**src/rtl/pipelined_barrel_shifter_left_logical.sv**
```systemverilog
// rtl/pipelined_barrel_shifter_left_logical.sv - six-stage pipelined 64-bit logical left shifter
//
// Purpose: shifts data left by _shift[SHAMT_BITS-1:0]. Stage k applies the
// 2^k term of the shift amount, so one operand can be accepted every cycle.
// Under backpressure, empty stages (bubbles) close up, so up to SHAMT_BITS
// operations can be held.
//
// Ports:
//   clk        clock, rising edge
//   rst_n      asynchronous active-low reset
//   in_valid   operand pair presented
//   in_ready   shifter can accept this cycle
//   data       value to shift
//   _shift     shift amount; only bits [SHAMT_BITS-1:0] are used
//   out_valid  result present
//   out_ready  consumer accepts result
//   out        shifted result
module pipelined_barrel_shifter_left_logical #(
  parameter int WIDTH      = 64,
  parameter int SHAMT_BITS = 6
) (
  input  logic             clk,
  input  logic             rst_n,
  input  logic             in_valid,
  output logic             in_ready,
  input  logic [WIDTH-1:0] data,
  input  logic [WIDTH-1:0] _shift,
  output logic             out_valid,
  input  logic             out_ready,
  output logic [WIDTH-1:0] out
);

  // Mask of the shift-amount bits that a stage still has to pass downstream.
  // Bits at or below k have already been applied and are dropped.
  function automatic logic [SHAMT_BITS-1:0] upper_mask(input int k);
    upper_mask = '0;
    for (int b = 0; b < SHAMT_BITS; b++) begin
      if (b > k) upper_mask[b] = 1'b1;
    end
  endfunction

  logic [SHAMT_BITS-1:0] v_q;
  logic [WIDTH-1:0]      d_q   [SHAMT_BITS];
  // The last stage needs no remaining shift bits, so there is one fewer register.
  logic [SHAMT_BITS-1:0] sh_q  [SHAMT_BITS-1];

  logic [SHAMT_BITS-1:0] v_in;
  logic [WIDTH-1:0]      d_in  [SHAMT_BITS];
  logic [SHAMT_BITS-1:0] s_in  [SHAMT_BITS];
  logic [WIDTH-1:0]      d_nxt [SHAMT_BITS];
  logic [SHAMT_BITS-1:0] adv;

  // The upper operand bits do not take part in the shift.
  logic unused_shift_bits;
  assign unused_shift_bits = ^_shift[WIDTH-1:SHAMT_BITS];

  // Stage k may advance unless it and every stage after it are full while the
  // consumer stalls. This is the same as adv[k] = !v[k] | adv[k+1], written as
  // a running AND over the valid bits so that no bit of adv feeds another.
  always_comb begin : adv_chain
    logic all_full;
    all_full = 1'b1;
    adv      = '0;
    for (int k = SHAMT_BITS - 1; k >= 0; k--) begin
      all_full = all_full & v_q[k];
      adv[k]   = ~all_full | out_ready;
    end
  end

  assign v_in[0] = in_valid;
  assign d_in[0] = data;
  assign s_in[0] = _shift[SHAMT_BITS-1:0];

  for (genvar k = 1; k < SHAMT_BITS; k++) begin : g_link
    assign v_in[k] = v_q[k-1];
    assign d_in[k] = d_q[k-1];
    assign s_in[k] = sh_q[k-1];
  end

  for (genvar k = 0; k < SHAMT_BITS; k++) begin : g_shift
    assign d_nxt[k] = s_in[k][k] ? (d_in[k] << (2 ** k)) : d_in[k];
  end

  always_ff @(posedge clk or negedge rst_n) begin
    if (!rst_n) begin
      v_q <= '0;
      for (int k = 0; k < SHAMT_BITS; k++) d_q[k] <= '0;
      for (int k = 0; k < SHAMT_BITS - 1; k++) sh_q[k] <= '0;
    end else begin
      for (int k = 0; k < SHAMT_BITS; k++) begin
        if (adv[k]) begin
          v_q[k] <= v_in[k];
          // Bubbles carry zero so that idle-time operands never reach out.
          d_q[k] <= v_in[k] ? d_nxt[k] : '0;
        end
      end
      for (int k = 0; k < SHAMT_BITS - 1; k++) begin
        if (adv[k]) sh_q[k] <= v_in[k] ? (s_in[k] & upper_mask(k)) : '0;
      end
    end
  end

  assign in_ready  = adv[0];
  assign out_valid = v_q[SHAMT_BITS-1];
  assign out       = d_q[SHAMT_BITS-1];

endmodule
```
**config.mk**
```make
export PLATFORM = sky130hd
export DESIGN_NAME = pipelined_barrel_shifter_left_logical
export DESIGN_NICKNAME = d
export VERILOG_FILES = /design/src/rtl/pipelined_barrel_shifter_left_logical.sv
export SDC_FILE = /design/constraint.sdc
export NUM_CORES = 1
export LEC_CHECK = 0
export ABC_CLOCK_PERIOD_IN_PS = 1900
export BUFFER_PORTS_ARGS = -buffer_cell sky130_fd_sc_hd__buf_2
export CORE_AREA = 2 2 184 186
export DETAILED_ROUTE_END_ITERATION = 8
export DIE_AREA = 0 0 186 188
export GPL_TIMING_DRIVEN = 0
export HOLD_SLACK_MARGIN = 0.02
export PLACE_DENSITY = 0.88
export SYNTH_ARGS = -nofsm -noshare
export SYNTH_HDL_FRONTEND = slang
export SYNTH_SLANG_ARGS = --single-unit
export TNS_END_PERCENT = 5
```
**constraint.sdc**
```tcl
create_clock -name clk -period 1.9 [get_ports clk]
set_input_delay 0.095 -clock clk [delete_from_list [all_inputs] [get_ports clk]]
set_output_delay 0.095 -clock clk [all_outputs]
set_load 0.05 [all_outputs]
```
---- Word-level counts from Yosys, hierarchy flattened ----
Index checks and enable logic that the tools add are counted.
word-level totals
  register bits ........................... 420
  output and inout bits ................... 66
cells by class
  mux-type cells .......................... 22
  bitwise operators ....................... 22
operators with widths
  kind           number
  $mux W64       12
  $and A6 B6 Y6  5
  $mux W6        5
  $not A1 Y1     6
  $or A1 B1 Y1   6
  $and A1 B1 Y1  5
  $mux W1        5

---- Logic depth before layout (Yosys ltp) ----
  depth in word-level cells ............... 10
  depth in mapped cells ................... 7
  depth with buffers taken out ............ 3

---- Worst setup path before layout ----
OpenSTA, ideal clock, no wires.
  kind .................................... reg-to-reg
  start ................................... register v_q[5]
  end ..................................... register d_q, in the netlist d_in[282]
  data arrival time ....................... 1.674 ns
  data required time ...................... 1.775 ns
  slack ................................... 0.101 ns
  cell stages (with the launch flop) ...... 6
  path buffers ............................ 2
  cells stage by stage .................... dfrtp_1 > and4b_1 > buf_4 > nand3_4 > buf_6 > mux2_2
between the ends
  cells in the longest elaborated chain, start to end .. 7
RTL lines
  item                             line  source
  start, declared                  42    logic [SHAMT_BITS-1:0] v_q;
  start signal, assigned by index  92    v_q[k] <= v_in[k];
  $and A1 B1 Y1 (5 in series)      65    all_full = all_full & v_q[k];
  $not A1 Y1                       66    adv[k] = ~all_full | out_ready;
  $or A1 B1 Y1                     66
  net in_ready                     25    output logic in_ready,
  end signal, assigned by index    94    d_q[k] <= v_in[k] ? d_nxt[k] : '0;
  end, declared                    43    logic [WIDTH-1:0] d_q [SHAMT_BITS];
The timed path passes the listed nets, and every way through them passes these cells.
A chain may end at the register's enable or synchronous reset.

---- Worst setup path after layout ----
  start ................................... register v_q[3]
  end ..................................... output port in_ready
between the ends
  cells in the longest elaborated chain, start to end .. 6
RTL lines
  item                         line
  $and A1 B1 Y1 (4 in series)  65
  $not A1 Y1                   66
  $or A1 B1 Y1                 66
  end, declared                25
Every way passes these cells.

==> results.yml <==
die:
  dieWidth_um: 186
  rows: 67
  die_h_um: 188
  coreArea_mm2: 0.0331
  start_util: 0.593
  ios: 198
  die-area_mm2: 0.0350
placed_design:
  dp_hpwl_mm: 34.5
  numPortBuffers: 137
  place.gp.congestion: 0.942
grt:
  use_met1: 0.376
  grt_pass1_vias: 15592
  grt.busiest_layer: "met2"
  use_met2: 0.511
  antenna_found_initial: 0
  track_usage: 0.297
  grt_overflow: 0
  grt_pass1_wl_mm: 82.9
  grt_max_degree: 132
  grt_util_met3: 0.0350
synth:
  syn_inst: 1812
  synthMostInstantiatedCell: "dfrtp_1"
  syn_nets: 1944
  synth_edf_count: 0
  synth-adder-area-share: 0
  synthFlopType: "dfrtp_1"
  synth_xor_area_frac: 0
  netlist.area_leader.share: 0.516
  synth_seq_cells: 405
  avgSynthCellArea_um2: 10.8
  synth_top_family_by_area: "multiplexers"
  synth_common_cells: "dfrtp_1 (405), mux2i_1 (204), nand2_1 (192), mux2_2 (186), o21ai_0 (167)"
  yosys_warnings: 0
  synth-simple-area-share: 0.119
  synth_top_area_cell: "dfrtp_1"
  ys_top_cells_by_area: "dfrtp_1 (52%), mux2_2 (11%), mux2i_1 (10%), a22o_1 (6.8%), o21ai_0 (4.3%)"
  yosysSeqAreaShare: 0.516
  synth_compound_area_frac: 0.113
  synth.area.mux_share: 0.211
  ys_types: 25
  synthArstFlopShare: 1.00
  netlist_area_mm2: 0.0196
worst_setup_path:
  cp_cell_sequence: "buf_6 > and4b_1 > buf_6 > nand3_4 > buf_12 > buf_12"
  reg2reg_from: "v_q[3]"
  crit_slowest_cell: "dfrtp_1"
  r2r-end: "d_in[229]"
  worstPathMaxFanout: 10
  critPathRequiredTime_ps: 1800
  worst_path_dominant_cell_family: "buffers and inverters"
  arrival_ps: 1830
  r2r_cells: 7
  cp_slowest_stage_delay_ps: 340
  end_kind: "output pin"
  rrSetupSlack_ps: 30
  crit_path_start_kind: "flip-flop"
  path_buf_inv: 4
  cp-startpoint: "v_q[3]"
  cp.depth: 6
  worstSetupPathType: "flip-flop to output pin"
drt:
  drtAntennaViolNets: 0
  dr.first_iter.drc_count: 1414
  firstDrtPassIters: 5
  via_count: 15068
  via_per_inst: 5.92
  wirelength_mm: 51.4
  wire_per_inst_um: 20.2
  drc: 0
sta:
  grt_setup_unrepaired: "true"
  clock_skew_ps: 30.7
  slew_viol_final: 0
  worstMarginPinSlew_ps: 664
  fin_ws_ps: -21.8
  report.final.setup_viol: 1
  finalCriticalPeriod_ps: 1920
  hold_violations: 0
  max_freq_mhz: 520
  fin_crit_sh: 1.01
  whs_ps: 20.8
  slew_headroom: 0.557
power:
  powerDensity_mw_per_mm2: 999
  p_leak_nw: 10.7
  power_mw: 23.1
  vdd_drop_max_v: 0.000846
cells_and_area:
  drive_gt1_frac: 0.232
  fin_nets: 2203
  synthToLayoutAreaGrowth_pct: 17.7
  antenna_cells: 0
clock_network:
  clock-sinks: 405
  ctsRootBufferMaster: "clkbuf_16"
  cts_made_buffers: 41
  tritoncts: "yes"
  cts_buffer_depth: 3
  clk_latency_ps: 540
  htreeDepth: 2
  path_clk_slew_ps: 60
status:
  violations: "setup timing"
  status: "finished, violations left"
flow_run:
  max_cap_viol_count: 0
hold_path:
  worstHoldPathType: "input pin to async pin"
## routing by layer
metal,vias to the layer above,routed length (um)
met2,585,25900
li1,6939,-
met3,161,2210
met4,0,2250
met1,7383,21100
met5,-,0
## logic make-up (layout without fill, tap and decap cells)
group,Yosys count,after routing
buf+inv,172,457
compound gates,330,330
mux,390,390
simple gates,515,515
flops,405,405
## layout by cell type (no fill, tap or decap), types with 2 or more instances in the layout
master	netlist	layout
a22o_1	152	152
and2_4	2	2
and3b_1	2	2
buf_1	4	4
buf_12	0	2
buf_16	0	3
buf_2	75	200
buf_4	2	5
buf_6	8	9
bufinv_16	0	3
clkbuf_1	78	85
clkbuf_16	0	43
clkbuf_2	0	2
clkbuf_4	0	9
clkbuf_8	0	5
clkinv_2	0	6
dfrtp_1	405	405
dlygate4sd3_1	0	73
inv_1	5	5
mux2_2	186	186
mux2i_1	204	204
nand2_1	192	192
nand2b_1	2	2
nand3_1	137	137
nor2_1	104	104
nor2b_1	66	66
nor3b_2	1	2
o21ai_0	167	167
o21ai_1	11	11
or2_2	5	5
## worst max-delay path by stage
stage / to / slack, ps
2_1_floorplan: d_in[282] / 100
3_3_place_gp: d_in[266] / -6550
3_5_place_dp: out[22] / 10
4_1_cts: in_ready / 4
5_1_grt: in_ready / -40
6_report: in_ready / -20
## registers in the layout, summed over array words and instances, names as in the netlist
register,cells
d_in,320
s_in,15
out,64
v_q,6
## final cells by class
class,count,area (um2)
Buffer,166,828
Clock buffer,58,1180
Clock inverter,11,136
Fill cell,2240,9990
Inverter,5,18.8
Multi-Input combinational cell,1235,8710
Sequential cell,405,10100
Tap cell,448,561
Timing Repair Buffer,217,1550
## worst reg2reg max path: stages (launching register included)
cell      delay [ps]
dfrtp_1          340
buf_6            130
and4b_1          260
buf_6            160
buf_4            120
and2_4           190
clkbuf_1         350
o21ai_0          200
## power by group
| group | switching [mW] | leakage, nW | internal, mW |
|---|---|---|---|
| combinational | 2.95 | 4.58 | 1.80 |
| clock | 3.26 | 0.648 | 4.73 |
| sequential | 0.831 | 5.48 | 9.52 |
## per-stage QoR
step	std cells	setup TNS [ps]	setup slack (ps)	cell area, um2	util
floorplan	1812	0	101	19600	-
global placement	2397	-2630760	-6550	20900	0.631
detailed placement	2400	0	9.72	21000	0.634
CTS	2546	0	3.52	23100	0.697
global route	2545	-158	-44.3	23100	0.698
finish	2545	-21.8	-21.8	23100	0.698
## what timing repair did
action                                  in CTS  in global routing
gates resized for setup                      8                 15
endpoints found under the setup margin       4                118
pin swaps                                    1                  0
endpoints found under the hold margin      331                  0
hold buffers                                73                  0
setup buffers                                4                  0
Note: power is estimated with default switching activity, not from simulation.
